## src/rtl/stack_unit.sv

```systemverilog
// stack_unit: parametrised LIFO with full/empty flags, replace-top and sticky errors.
// Define STACK_WATERMARK_EN to add the max_ptr high-water-mark output.
module stack_unit #(
    parameter int DATA_W = 8,
    parameter int DEPTH  = 16,
    parameter int ADDR_W = $clog2(DEPTH)
) (
    input  logic              clk,
    input  logic              rst,
    input  logic              push,
    input  logic              pop,
    input  logic [DATA_W-1:0] push_data,
    input  logic              err_clr,
    output logic [DATA_W-1:0] top_data,
    output logic [ADDR_W:0]   pointer,
    output logic              empty,
    output logic              full,
    output logic              overflow,
    output logic              underflow
`ifdef STACK_WATERMARK_EN
    ,output logic [ADDR_W:0]  max_ptr
`endif
);
    localparam logic [ADDR_W:0] ONE  = (ADDR_W+1)'(1);
    localparam logic [ADDR_W:0] CAP  = (ADDR_W+1)'(DEPTH);
    logic [DATA_W-1:0] mem [DEPTH];
    logic [ADDR_W:0]   ptr_m1;
    logic [ADDR_W:0]   wr_idx;
    logic [ADDR_W:0]   next_ptr;
    logic              do_push;
    logic              do_pop;
    logic              do_repl;
    logic              ovf_ev;
    logic              unf_ev;
    assign empty  = pointer == '0;
    assign full   = pointer == CAP;
    assign ptr_m1 = pointer - ONE;
    assign top_data = empty ? '0 : mem[ptr_m1[ADDR_W-1:0]];
    // push+pop on a non-empty stack overwrites the top; on an empty stack it degrades to a push
    always_comb begin
        do_repl  = push && pop && !empty;
        do_push  = push && !do_repl && !full;
        do_pop   = pop && !push && !empty;
        ovf_ev   = push && !pop && full;
        unf_ev   = pop && empty;
        wr_idx   = do_repl ? ptr_m1 : pointer;
        next_ptr = do_push ? pointer + ONE : do_pop ? ptr_m1 : pointer;
    end
    always_ff @(posedge clk)
        if (!rst && (do_push || do_repl)) mem[wr_idx[ADDR_W-1:0]] <= push_data;
    always_ff @(posedge clk) begin
        if (rst) begin
            pointer   <= '0;
            overflow  <= 1'b0;
            underflow <= 1'b0;
        end else begin
            pointer   <= next_ptr;
            overflow  <= ovf_ev || (overflow && !err_clr);
            underflow <= unf_ev || (underflow && !err_clr);
        end
    end
`ifdef STACK_WATERMARK_EN
    always_ff @(posedge clk)
        if (rst) max_ptr <= '0;
        else if (next_ptr > max_ptr) max_ptr <= next_ptr;
`endif
endmodule

```

## config.mk

```make
export PLATFORM = sky130hd
export DESIGN_NAME = stack_unit
export DESIGN_NICKNAME = d
export VERILOG_FILES = /design/src/rtl/stack_unit.sv
export SDC_FILE = /design/constraint.sdc
export NUM_CORES = 1
export LEC_CHECK = 0
export BUFFER_PORTS_ARGS = -buffer_cell sky130_fd_sc_hd__buf_4
export CORE_MARGIN = 5
export CORE_UTILIZATION = 30
export DETAILED_ROUTE_END_ITERATION = 6
export GPL_TIMING_DRIVEN = 0
export MAX_ROUTING_LAYER = met4
export PLACE_DENSITY = 0.51
export SLEW_MARGIN = 20
export SYNTH_ARGS = -nofsm -noshare
export SYNTH_HDL_FRONTEND = slang
export SYNTH_SLANG_ARGS = --single-unit
```

## constraint.sdc

```tcl
create_clock -name clk -period 3 [get_ports clk]
set_clock_uncertainty 0.2 [all_clocks]
set_input_delay 0.9 -clock clk [delete_from_list [all_inputs] [get_ports clk]]
set_output_delay 0.9 -clock clk [all_outputs]
set_load 0.03 [all_outputs]
```

==> run_summary.xml, run 1 <==
<?xml version="1.0" encoding="UTF-8"?>
<metrics>
  <group name="global_routing">
    <metric name="via_count_of_the_first_global_routing_pass" unit="">3148</metric>
    <metric name="track_usage" unit="">0.126</metric>
    <metric name="antenna_found_initial" unit="">0</metric>
    <metric name="grt_pass1_wl" unit="um">19000</metric>
    <metric name="grt_overflow_total" unit="">0</metric>
    <metric name="grt_max_degree" unit="">17</metric>
  </group>
  <group name="setup_path">
    <metric name="timing.critical_path.from_type" unit="">flip-flop</metric>
    <metric name="worstSetupEndpointType" unit="">primary output</metric>
    <metric name="crit_type" unit="">flip-flop to primary output</metric>
    <metric name="critical_path.max_fanout" unit="">8</metric>
    <metric name="critical_path_arrival" unit="ns">2.38</metric>
    <metric name="timing.rr.end" unit="">mem[2][2]$_DFFE_PP_</metric>
    <metric name="critical_path.most_common_cell" unit="">sky130_fd_sc_hd__buf_12</metric>
    <metric name="critPathMaxStageDelay" unit="ns">0.39</metric>
    <metric name="worstRegToRegCells" unit="">7</metric>
    <metric name="r2r_slack" unit="ns">-0.06</metric>
    <metric name="critPathSlowestCell" unit="">sky130_fd_sc_hd__dfxtp_4</metric>
    <metric name="worst-endpoint-required" unit="ns">1.90</metric>
    <metric name="worstPathCellList" unit="">buf_12 &gt; clkinvlp_4 &gt; ha_4 &gt; buf_12 &gt; buf_8 &gt; mux4_2 &gt; mux2i_4 &gt; o22ai_2 &gt; buf_6</metric>
    <metric name="cp_num_buf_inv" unit="">5</metric>
    <metric name="timing.critical_path.max_delay_family" unit="">buffers and inverters</metric>
    <metric name="critical_path.reg2reg.startpoint" unit="">pointer[1]$_SDFFE_PP0P_</metric>
  </group>
  <group name="synthesis">
    <metric name="sequential_to_total_area_share_from_yosys_stat" unit="">0.711</metric>
    <metric name="synth.top_cells.by_area" unit="">sky130_fd_sc_hd__edfxtp_1 69%, sky130_fd_sc_hd__mux4_2 13%, sky130_fd_sc_hd__mux2i_1 3.2%</metric>
    <metric name="yosys.area.top_type_share" unit="">0.686</metric>
    <metric name="synthCells" unit="">299</metric>
    <metric name="average_instance_area_after_synthesis" unit="um^2">18.7</metric>
    <metric name="syn-cell-area" unit="um^2">5600</metric>
    <metric name="number_of_enable_flip_flop_cells_after_synthesis" unit="">128</metric>
    <metric name="postSynth.asyncResetShare" unit="">0</metric>
    <metric name="number_of_storage_elements_in_the_synthesis_netlist" unit="">135</metric>
    <metric name="yosysMostFrequentCell" unit="">sky130_fd_sc_hd__edfxtp_1</metric>
    <metric name="unique_cell_type_count_in_the_yosys_netlist" unit="">45</metric>
    <metric name="synth_area_leader_cell" unit="">sky130_fd_sc_hd__edfxtp_1</metric>
    <metric name="post_synth_most_frequent_cells" unit="">128 x sky130_fd_sc_hd__edfxtp_1, 32 x sky130_fd_sc_hd__mux4_2, 23 x sky130_fd_sc_hd__nor2_1, 18 x sky130_fd_sc_hd__mux2i_1, 9 x sky130_fd_sc_hd__o22ai_1</metric>
    <metric name="synth.net_count" unit="">314</metric>
    <metric name="yosysWarningCount" unit="">0</metric>
    <metric name="primary_flip_flop_cell_chosen_by_synthesis_mapping" unit="">sky130_fd_sc_hd__edfxtp_1</metric>
  </group>
  <group name="routing">
    <metric name="drt-vias-per-instance" unit="">4.93</metric>
    <metric name="vias" unit="">2985</metric>
    <metric name="drt-pass1-iter-count" unit="">4</metric>
    <metric name="post-route-drc-count" unit="">0</metric>
    <metric name="final_antenna_net_count" unit="">0</metric>
    <metric name="route.detailed.wl_per_inst" unit="um">20.7</metric>
    <metric name="detailedRoute.firstIterationViolations" unit="">187</metric>
    <metric name="routed_wirelength" unit="um">12500</metric>
  </group>
  <group name="cts">
    <metric name="tritoncts" unit="">yes</metric>
    <metric name="h_tree_lvl_count" unit="">4</metric>
    <metric name="clock_sink_count" unit="">135</metric>
    <metric name="clock_tree.root_cell" unit="">sky130_fd_sc_hd__clkbuf_16</metric>
    <metric name="ctsLongestPathBuffers" unit="">2</metric>
    <metric name="clock_insertion_delay_worst_skew" unit="ns">0.41</metric>
    <metric name="cts_hold_repair.buffers" unit="">0</metric>
    <metric name="cts_inserted_buffers" unit="">17</metric>
    <metric name="worst_setup_hold_path_clk_slew" unit="ns">0.05</metric>
  </group>
  <group name="pwr">
    <metric name="static-leakage-power" unit="nW">2.32</metric>
    <metric name="ir_drop" unit="mV">0.458</metric>
    <metric name="power_density" unit="nW/um^2">1170</metric>
  </group>
  <group name="run">
    <metric name="cap_viol_max_count" unit="">0</metric>
  </group>
  <group name="sta">
    <metric name="finalSetupViolations" unit="">41</metric>
    <metric name="setup_repair_after_global_routing_missed_its_margin" unit="">true</metric>
    <metric name="worst_hold_slack" unit="ns">0.394</metric>
    <metric name="timing.final.max_slew_violations" unit="">0</metric>
    <metric name="final.setup.worst_slack" unit="ns">-0.484</metric>
    <metric name="worst-slew-pin-transition" unit="ns">1.09</metric>
    <metric name="final_period_minus_worst_setup_slack" unit="ns">3.48</metric>
    <metric name="period_share" unit="">1.16</metric>
    <metric name="fmaxAchievable" unit="GHz">0.287</metric>
    <metric name="finalSetupTns" unit="ns">-4.92</metric>
    <metric name="slew-limit-headroom" unit="">0.273</metric>
    <metric name="finalHoldViolCount" unit="">0</metric>
  </group>
  <group name="layout">
    <metric name="share_of_post_route_cells_with_drive_strength_above_1" unit="">0.447</metric>
    <metric name="syn_to_final_growth" unit="%">30.2</metric>
    <metric name="design.final.nets" unit="">374</metric>
    <metric name="antenna_cells_inserted" unit="">0</metric>
  </group>
  <group name="min_path">
    <metric name="holdCritStartpoint" unit="">underflow$_SDFF_PP0_</metric>
    <metric name="worst_hold_path.endpoint" unit="">underflow$_SDFF_PP0_</metric>
    <metric name="number_of_cells_on_the_worst_hold_path" unit="">3</metric>
    <metric name="hold_class" unit="">flip-flop to flip-flop</metric>
  </group>
  <group name="run_status">
    <metric name="run_status" unit="">finished, violations left</metric>
    <metric name="violations" unit="">setup timing</metric>
  </group>
  <group name="floorplan">
    <metric name="initial_utilization" unit="">0.302</metric>
    <metric name="floorplan.die_area" unit="um^2">21500</metric>
    <metric name="io_pins" unit="">30</metric>
    <metric name="fp.dieW" unit="um">147</metric>
    <metric name="chipHeight" unit="um">147</metric>
    <metric name="placeableCoreArea" unit="um^2">18500</metric>
    <metric name="count_of_standard_cell_rows" unit="">50</metric>
  </group>
  <group name="placed_design">
    <metric name="gp_routability_congestion" unit="">0.756</metric>
    <metric name="hpwl_dp" unit="um">7870</metric>
    <metric name="pre_cts_ws" unit="ns">-0.568</metric>
    <metric name="portBuffers" unit="">27</metric>
  </group>
</metrics>
cell usage in the layout (no fill, tap or decap), types with 3 or more instances in the layout:
cell	netlist	layout
sky130_fd_sc_hd__a31oi_1	4	4
sky130_fd_sc_hd__clkinv_4	1	3
sky130_fd_sc_hd__buf_12	0	6
sky130_fd_sc_hd__o211ai_1	3	3
sky130_fd_sc_hd__nor2_4	1	16
sky130_fd_sc_hd__clkbuf_16	0	17
sky130_fd_sc_hd__clkbuf_1	3	3
sky130_fd_sc_hd__buf_2	7	4
sky130_fd_sc_hd__a21oi_1	6	5
sky130_fd_sc_hd__nor2_1	23	7
sky130_fd_sc_hd__nor4_1	5	5
sky130_fd_sc_hd__nand4_1	3	3
sky130_fd_sc_hd__mux4_2	32	32
sky130_fd_sc_hd__nor2b_1	5	5
sky130_fd_sc_hd__mux2_2	3	3
sky130_fd_sc_hd__inv_1	7	6
sky130_fd_sc_hd__edfxtp_1	128	128
sky130_fd_sc_hd__bufinv_16	0	5
sky130_fd_sc_hd__o22ai_2	0	8
sky130_fd_sc_hd__mux2i_2	0	3
sky130_fd_sc_hd__mux2i_4	0	7
sky130_fd_sc_hd__buf_4	2	30
sky130_fd_sc_hd__mux2i_1	18	8
sky130_fd_sc_hd__dfxtp_1	7	5
sky130_fd_sc_hd__buf_6	1	10
metal layers:
layer / vias up / routed length, um / global-route usage
li1: 1360 / - / -
met1: 1536 / 5410 / 0.153
met2: 73 / 6360 / 0.198
met3: 16 / 529 / 0.0441
met4: 0 / 231 / 0.0390
met5: - / 0 / -
worst max-delay path by stage:
stage	slack, ns	start	depth (start not counted)	end
4_1_cts	-0.54	pointer[0]$_SDFFE_PP0P_	8	top_data[0]
5_1_grt	-0.59	pointer[1]$_SDFFE_PP0P_	8	top_data[4]
3_3_place_gp	-0.52	pointer[0]$_SDFFE_PP0P_	9	top_data[6]
2_1_floorplan	0.007	pointer[0]$_SDFFE_PP0P_	8	top_data[6]
6_report	-0.48	pointer[0]$_SDFFE_PP0P_	9	top_data[5]
3_5_place_dp	-0.57	pop	5	mem[0][2]$_DFFE_PP_
where the power goes:
group / internal, W / switching (W) / total [W]
logic: 0.00192 / 0.00215 / 0.00407
clock network: 0.00147 / 0.000763 / 0.00223
registers: 0.00217 / 0.0000596 / 0.00223
total: 0.00556 / 0.00298 / 0.00854
timing repair:
item | 4_1_cts | 5_1_grt
gates resized for setup | 58 | 19
buffers inserted | 8 | 6
endpoints found under the setup margin | 138 | 138
pin swaps | 2 | 6
state kept, by name, summed over array words and instances, names as in the netlist:
register and flops:
pointer 5, overflow 1, mem 128, underflow 1
tightest hold or removal path, delay by kind of cell, from the launching register on:
kind | cells | cell delay, ns
compound gates | 1 | 0.05
simple gates | 2 | 0.19
flops | 1 | 0.32
through the flow:
stage / cell area [um^2] / util / std cells / power (W)
4_1_cts: 7120 / 0.384 / 599 / 0.00847
3_5_place_dp: 6170 / 0.333 / 560 / 0.00541
3_3_place_gp: 6170 / 0.333 / 560 / 0.00540
6_report: 7290 / 0.394 / 605 / 0.00854
2_1_floorplan: 5670 / - / 299 / 0.00447
5_1_grt: 7290 / 0.394 / 605 / 0.00890
area by class of cell:
cell class | count | area (um^2)
buffer | 14 | 153
clock buffer | 19 | 433
clock inverter | 12 | 199
fill | 1684 | 11200
inverter | 8 | 38.8
multi-input combinational | 142 | 1810
sequential | 135 | 3990
tap | 234 | 293
timing repair buffer | 41 | 375
cell families after synthesis:
kind of cell               Yosys count  share of synthesized area
muxes                               53                      0.167
buffers and inverters               22                     0.0199
DFF                                135                      0.711
AOI/OAI and AO/OA                   32                     0.0389
adders and majority gates            2                    0.00447
xor gates and xnor gates             2                    0.00648
and+or+nand+nor                     53                     0.0521
No activity file was read; power rests on OpenSTA's default activity.
==> inputs of run 2 (changes only) <==
--- a/config.mk
+++ b/config.mk
@@ -7,11 +7,12 @@
 export LEC_CHECK = 0
 export BUFFER_PORTS_ARGS = -buffer_cell sky130_fd_sc_hd__buf_4
 export CORE_MARGIN = 5
-export CORE_UTILIZATION = 30
+export CORE_UTILIZATION = 54
+export CTS_CLUSTER_SIZE = 16
 export DETAILED_ROUTE_END_ITERATION = 6
 export GPL_TIMING_DRIVEN = 0
 export MAX_ROUTING_LAYER = met4
-export PLACE_DENSITY = 0.51
+export PLACE_DENSITY = 0.79
 export SLEW_MARGIN = 20
 export SYNTH_ARGS = -nofsm -noshare
 export SYNTH_HDL_FRONTEND = slang
==> run_summary.xml, run 2 (synthesis gave the netlist of run 1 again) <==
<?xml version="1.0" encoding="UTF-8"?>
<metrics>
  <group name="run_status">
    <metric name="run_status" unit="">finished, violations left</metric>
    <metric name="violations" unit="">setup timing</metric>
  </group>
  <group name="layout">
    <metric name="design.final.nets" unit="">377</metric>
    <metric name="final_cell_mix" unit="">128 x sky130_fd_sc_hd__edfxtp_1, 32 x sky130_fd_sc_hd__mux4_2, 30 x sky130_fd_sc_hd__buf_4</metric>
    <metric name="design_area" unit="um^2">7180</metric>
    <metric name="syn_to_final_growth" unit="%">28.2</metric>
    <metric name="share_of_post_route_cells_with_drive_strength_above_1" unit="">0.473</metric>
    <metric name="antenna_cells_inserted" unit="">0</metric>
    <metric name="largest_register_ff_count" unit="">128</metric>
    <metric name="layout.cells.most_common" unit="">sky130_fd_sc_hd__edfxtp_1</metric>
  </group>
  <group name="setup_path">
    <metric name="cp-startpoint" unit="">pointer[0]$_SDFFE_PP0P_</metric>
    <metric name="critical_path.reg2reg.startpoint" unit="">pointer[0]$_SDFFE_PP0P_</metric>
    <metric name="critical_path.max_fanout" unit="">7</metric>
    <metric name="crit_path_end" unit="">top_data[4]</metric>
    <metric name="worst-endpoint-required" unit="ns">1.90</metric>
    <metric name="critical_path_arrival" unit="ns">2.52</metric>
    <metric name="r2r_slack" unit="ns">-0.04</metric>
    <metric name="timing.critical_path.from_type" unit="">flip-flop</metric>
    <metric name="worstRegToRegCells" unit="">11</metric>
    <metric name="worstSetupEndpointType" unit="">primary output</metric>
    <metric name="timing.rr.end" unit="">mem[4][7]$_DFFE_PP_</metric>
    <metric name="crit_type" unit="">flip-flop to primary output</metric>
  </group>
  <group name="cts">
    <metric name="ctsLongestPathBuffers" unit="">2</metric>
    <metric name="worst_setup_hold_path_clk_slew" unit="ns">0.06</metric>
    <metric name="clock_tree.root_cell" unit="">sky130_fd_sc_hd__clkbuf_8</metric>
    <metric name="cts_hold_repair.buffers" unit="">0</metric>
    <metric name="clock_insertion_delay_worst_skew" unit="ns">0.52</metric>
    <metric name="tritoncts" unit="">yes</metric>
    <metric name="clock_sink_count" unit="">135</metric>
    <metric name="h_tree_lvl_count" unit="">4</metric>
    <metric name="cts_inserted_buffers" unit="">17</metric>
  </group>
  <group name="global_routing">
    <metric name="use_met3" unit="">0.0489</metric>
    <metric name="globalRouteMet1Util" unit="">0.263</metric>
    <metric name="grt-busiest-layer" unit="">met2</metric>
    <metric name="track_usage" unit="">0.210</metric>
    <metric name="gr-usage-met2" unit="">0.326</metric>
    <metric name="grt_max_degree" unit="">17</metric>
    <metric name="grt_pass1_wl" unit="um">18800</metric>
    <metric name="antenna_found_initial" unit="">0</metric>
    <metric name="grt_overflow_total" unit="">0</metric>
    <metric name="via_count_of_the_first_global_routing_pass" unit="">3308</metric>
  </group>
  <group name="pwr">
    <metric name="ir_drop" unit="mV">0.857</metric>
    <metric name="static-leakage-power" unit="nW">2.32</metric>
    <metric name="power_density" unit="nW/um^2">1180</metric>
  </group>
  <group name="routing">
    <metric name="detailedRoute.firstIterationViolations" unit="">294</metric>
    <metric name="final_antenna_net_count" unit="">0</metric>
    <metric name="post-route-drc-count" unit="">0</metric>
    <metric name="drt-pass1-iter-count" unit="">4</metric>
    <metric name="vias" unit="">3178</metric>
    <metric name="route.detailed.wl_per_inst" unit="um">24.7</metric>
    <metric name="routed_wirelength" unit="um">12600</metric>
    <metric name="drt-vias-per-instance" unit="">6.23</metric>
  </group>
  <group name="placed_design">
    <metric name="gp_routability_congestion" unit="">0.870</metric>
    <metric name="place_area" unit="um^2">6050</metric>
    <metric name="portBuffers" unit="">27</metric>
    <metric name="hpwl_dp" unit="um">7060</metric>
  </group>
  <group name="floorplan">
    <metric name="fp.dieW" unit="um">112</metric>
    <metric name="count_of_standard_cell_rows" unit="">37</metric>
    <metric name="initial_utilization" unit="">0.547</metric>
    <metric name="chipHeight" unit="um">112</metric>
    <metric name="floorplan.die_area" unit="um^2">12500</metric>
    <metric name="placeableCoreArea" unit="um^2">10200</metric>
    <metric name="io_pins" unit="">30</metric>
  </group>
  <group name="sta">
    <metric name="period_share" unit="">1.21</metric>
    <metric name="final_period_minus_worst_setup_slack" unit="ns">3.62</metric>
    <metric name="finalSetupViolations" unit="">33</metric>
    <metric name="fmaxAchievable" unit="GHz">0.276</metric>
    <metric name="final.setup.worst_slack" unit="ns">-0.623</metric>
    <metric name="setup_repair_after_global_routing_missed_its_margin" unit="">true</metric>
    <metric name="slew-limit-headroom" unit="">0.389</metric>
    <metric name="timing.final.max_slew_violations" unit="">0</metric>
    <metric name="finalHoldViolCount" unit="">0</metric>
    <metric name="finalSetupTns" unit="ns">-5.31</metric>
    <metric name="worst-slew-pin-transition" unit="ns">0.913</metric>
  </group>
  <group name="min_path">
    <metric name="holdCritStartpoint" unit="">overflow$_SDFF_PP0_</metric>
    <metric name="hold_class" unit="">flip-flop to flip-flop</metric>
  </group>
  <group name="run">
    <metric name="cap_viol_max_count" unit="">0</metric>
  </group>
</metrics>
-- run 2: worst min-delay path by stage --
stage                         endpoint  slack [ns]  depth (start not counted)
3_3_place_gp      underflow$_SDFF_PP0_        0.39                          3
3_5_place_dp       overflow$_SDFF_PP0_        0.39                          3
6_report           overflow$_SDFF_PP0_        0.40                          3
5_1_grt        pointer[4]$_SDFFE_PP0P_        0.47                          2
4_1_cts            overflow$_SDFF_PP0_        0.41                          3
2_1_floorplan  pointer[1]$_SDFFE_PP0P_        0.48                          2
-- run 2: repair_timing --
| item | 4_1_cts | 5_1_grt |
|---|---|---|
| gates resized for setup | 56 | 24 |
| pin swaps | 1 | 10 |
| buffers inserted | 10 | 7 |
| endpoints found under the setup margin | 138 | 138 |
-- run 2: final cells by class --
type | instances | area [um^2]
timing repair buffer | 44 | 409
buffer | 14 | 134
multi-input combinational | 142 | 1820
inverter | 8 | 38.8
clock buffer | 17 | 414
sequential | 135 | 3990
tap | 136 | 170
clock inverter | 14 | 208
fill | 611 | 3050
-- run 2: where the power goes --
group	internal, W	switching (W)
combinational	0.00187	0.00217
clock	0.00142	0.000750
sequential	0.00217	0.0000677
-- run 2: critical path: stages, from the launching register on --
cell                         delay [ns]
sky130_fd_sc_hd__dfxtp_4           0.40
sky130_fd_sc_hd__buf_8             0.11
sky130_fd_sc_hd__clkinvlp_4        0.10
sky130_fd_sc_hd__ha_4              0.31
sky130_fd_sc_hd__buf_8             0.14
sky130_fd_sc_hd__buf_8             0.12
sky130_fd_sc_hd__mux4_2            0.33
sky130_fd_sc_hd__mux2i_4           0.21
sky130_fd_sc_hd__o22ai_2           0.10
sky130_fd_sc_hd__buf_6             0.18
-- run 2: layer usage --
layer  routed length, um  part of all wire  up-vias
met5                   0                 0        -
met4                 454             0.036        0
met3                 835             0.066       33
met2                6340              0.50      158
met1                4980              0.39     1628
li1                    -                 -     1359
-- run 2: metrics by stage --
stage | power [W] | setup WS [ns] | cells | util | hold WS [ns]
finish | 0.00845 | -0.623 | 510 | 0.702 | 0.401
global route | 0.00876 | -0.675 | 510 | 0.702 | 0.472
CTS | 0.00822 | -0.597 | 503 | 0.681 | 0.411
detailed placement | 0.00530 | -0.518 | 462 | 0.591 | 0.390
global placement | 0.00526 | -0.487 | 462 | 0.591 | 0.386
floorplan | 0.00447 | 0.00705 | 299 | - | 0.481
==> inputs of run 3 (changes only) <==
--- a/config.mk
+++ b/config.mk
@@ -13,6 +13,7 @@
 export GPL_TIMING_DRIVEN = 0
 export MAX_ROUTING_LAYER = met4
 export PLACE_DENSITY = 0.79
+export REMOVE_ABC_BUFFERS = 1
 export SLEW_MARGIN = 20
 export SYNTH_ARGS = -nofsm -noshare
 export SYNTH_HDL_FRONTEND = slang
==> run_summary.xml, run 3 (synthesis gave the netlist of run 1 again) <==
<?xml version="1.0" encoding="UTF-8"?>
<metrics>
  <group name="global_routing">
    <metric name="grt_max_degree" unit="">29</metric>
    <metric name="track_usage" unit="">0.200</metric>
    <metric name="grt_pass1_wl" unit="um">17900</metric>
    <metric name="antenna_found_initial" unit="">0</metric>
    <metric name="via_count_of_the_first_global_routing_pass" unit="">3123</metric>
    <metric name="grt_overflow_total" unit="">0</metric>
  </group>
  <group name="routing">
    <metric name="drt-vias-per-instance" unit="">6.04</metric>
    <metric name="detailedRoute.firstIterationViolations" unit="">293</metric>
    <metric name="route.detailed.wl_per_inst" unit="um">23.4</metric>
    <metric name="vias" unit="">3002</metric>
    <metric name="post-route-drc-count" unit="">0</metric>
    <metric name="final_antenna_net_count" unit="">0</metric>
    <metric name="routed_wirelength" unit="um">11600</metric>
    <metric name="drt-pass1-iter-count" unit="">4</metric>
  </group>
  <group name="cts">
    <metric name="h_tree_lvl_count" unit="">4</metric>
    <metric name="ctsLongestPathBuffers" unit="">2</metric>
    <metric name="clock_insertion_delay_worst_skew" unit="ns">0.51</metric>
    <metric name="clock_tree.root_cell" unit="">sky130_fd_sc_hd__clkbuf_8</metric>
    <metric name="worst_setup_hold_path_clk_slew" unit="ns">0.06</metric>
    <metric name="tritoncts" unit="">yes</metric>
    <metric name="cts_hold_repair.buffers" unit="">0</metric>
    <metric name="clock_sink_count" unit="">135</metric>
    <metric name="cts_inserted_buffers" unit="">17</metric>
  </group>
  <group name="setup_path">
    <metric name="worstSetupEndpointType" unit="">primary output</metric>
    <metric name="crit_type" unit="">flip-flop to primary output</metric>
    <metric name="worstPathCellList" unit="">buf_6 &gt; or3_4 &gt; xor2_4 &gt; buf_12 &gt; mux2i_4 &gt; o22ai_1 &gt; buf_4</metric>
    <metric name="critPathMaxStageDelay" unit="ns">0.40</metric>
    <metric name="critPathSlowestCell" unit="">sky130_fd_sc_hd__or3_4</metric>
    <metric name="critical_path_arrival" unit="ns">2.51</metric>
    <metric name="timing.critical_path.from_type" unit="">flip-flop</metric>
    <metric name="cp_num_buf_inv" unit="">3</metric>
    <metric name="critical_path.max_fanout" unit="">8</metric>
    <metric name="timing.critical_path.max_delay_family" unit="">buffers and inverters</metric>
    <metric name="worst-endpoint-required" unit="ns">1.90</metric>
  </group>
  <group name="floorplan">
    <metric name="fp.dieW" unit="um">112</metric>
    <metric name="io_pins" unit="">30</metric>
    <metric name="initial_utilization" unit="">0.547</metric>
    <metric name="floorplan.die_area" unit="um^2">12500</metric>
    <metric name="count_of_standard_cell_rows" unit="">37</metric>
    <metric name="placeableCoreArea" unit="um^2">10200</metric>
    <metric name="chipHeight" unit="um">112</metric>
  </group>
  <group name="layout">
    <metric name="design.final.nets" unit="">363</metric>
    <metric name="share_of_post_route_cells_with_drive_strength_above_1" unit="">0.396</metric>
    <metric name="finalCoreUtilization" unit="">0.670</metric>
    <metric name="syn_to_final_growth" unit="%">22.5</metric>
    <metric name="largest_register_ff_count" unit="">128</metric>
    <metric name="final_cell_mix" unit="">128 x sky130_fd_sc_hd__edfxtp_1, 35 x sky130_fd_sc_hd__buf_4, 32 x sky130_fd_sc_hd__mux4_2</metric>
    <metric name="nFillCells" unit="">633</metric>
    <metric name="antenna_cells_inserted" unit="">0</metric>
    <metric name="layout.cells.most_common" unit="">sky130_fd_sc_hd__edfxtp_1</metric>
  </group>
  <group name="sta">
    <metric name="final.setup.worst_slack" unit="ns">-0.614</metric>
    <metric name="worst-slew-pin-transition" unit="ns">1.05</metric>
    <metric name="timing.final.max_slew_violations" unit="">0</metric>
    <metric name="period_share" unit="">1.20</metric>
    <metric name="finalHoldViolCount" unit="">0</metric>
    <metric name="final_period_minus_worst_setup_slack" unit="ns">3.61</metric>
    <metric name="worst_hold_slack" unit="ns">0.423</metric>
    <metric name="setup_repair_after_global_routing_missed_its_margin" unit="">true</metric>
    <metric name="fmaxAchievable" unit="GHz">0.277</metric>
    <metric name="finalSetupViolations" unit="">10</metric>
    <metric name="slew-limit-headroom" unit="">0.300</metric>
  </group>
  <group name="pwr">
    <metric name="power.combinational.fraction" unit="">0.465</metric>
    <metric name="ir_drop" unit="mV">0.935</metric>
    <metric name="clockPowerShare" unit="">0.243</metric>
    <metric name="power.share.sequential" unit="">0.292</metric>
    <metric name="internal_power" unit="W">0.00501</metric>
    <metric name="switching_share" unit="">0.349</metric>
    <metric name="power_switching" unit="W">0.00269</metric>
    <metric name="static-leakage-power" unit="nW">2.22</metric>
    <metric name="power_density" unit="nW/um^2">1120</metric>
  </group>
  <group name="run_status">
    <metric name="run_status" unit="">finished, violations left</metric>
    <metric name="violations" unit="">setup timing</metric>
  </group>
  <group name="placed_design">
    <metric name="portBuffers" unit="">29</metric>
    <metric name="gp_routability_congestion" unit="">0.870</metric>
    <metric name="hpwl_dp" unit="um">6530</metric>
  </group>
  <group name="run">
    <metric name="cap_viol_max_count" unit="">0</metric>
  </group>
  <group name="min_path">
    <metric name="hold_class" unit="">flip-flop to flip-flop</metric>
  </group>
</metrics>
run 3: area by class of cell:
type | instances | area, um^2 | area share
sequential | 135 | 3990 | 0.582
multi-input combinational | 142 | 1700 | 0.248
clock buffer | 19 | 422 | 0.0615
timing repair buffer | 44 | 425 | 0.0620
clock inverter | 13 | 113 | 0.0164
tap | 136 | 170 | 0.0248
inverter | 8 | 35.0 | 0.00511
run 3: final timing paths:
| check | startpoint | endpoint | slack, ns | cells after the start |
|---|---|---|---|---|
| setup reg to reg | pointer[0]$_SDFFE_PP0P_ | mem[0][4]$_DFFE_PP_ | 0.07 | 7 |
| hold / removal | underflow$_SDFF_PP0_ | underflow$_SDFF_PP0_ | 0.42 | 3 |
| setup / recovery | pointer[0]$_SDFFE_PP0P_ | top_data[4] | -0.61 | 7 |
| hold reg to reg | underflow$_SDFF_PP0_ | underflow$_SDFF_PP0_ | 0.42 | 3 |
run 3: routing by layer:
layer / track usage / routed length (um) / vias up
met5: - / 0 / -
met3: 0.0462 / 617 / 15
met2: 0.327 / 5980 / 105
met1: 0.255 / 4840 / 1542
li1: - / - / 1340
met4: 0.0527 / 178 / 0
run 3: per-stage QoR:
stage | total power, W | area, um^2 | setup TNS, ns | setup WS (ns) | std cells
final | 0.00771 | 6860 | -5.13 | -0.614 | 497
after global routing | 0.00802 | 6860 | -6.11 | -0.664 | 497
after CTS | 0.00736 | 6660 | -5.16 | -0.603 | 492
after detailed placement | 0.00509 | 5960 | -29.20 | -0.485 | 452
after global placement | 0.00498 | 5910 | -404.83 | -3.34 | 450
after floorplan | 0.00424 | 5520 | -234.49 | -2.33 | 285
run 3: timing repair:
item | in CTS | in global routing
buffers inserted | 7 | 4
gates resized for setup | 24 | 29
cloned | 1 | 1
pin swaps | 1 | 3
endpoints found under the setup margin | 138 | 138
run 3: power groups by stage:
stage                     Sequential (W)  Combinational [W]  Clock (W)
after global placement           0.00240            0.00259          0
after floorplan                  0.00240            0.00184          0
after detailed placement         0.00231            0.00277          0
final                            0.00225            0.00358    0.00187
after CTS                        0.00225            0.00322    0.00189
after global routing             0.00226            0.00377    0.00199
run 3: worst min-delay path, delay by kind of cell, from the launching register on:
family           cells  cell delay (ns)
flip-flops           1             0.33
AND/OR/NAND/NOR      2             0.21
AO/OA/AOI/OAI        1             0.05
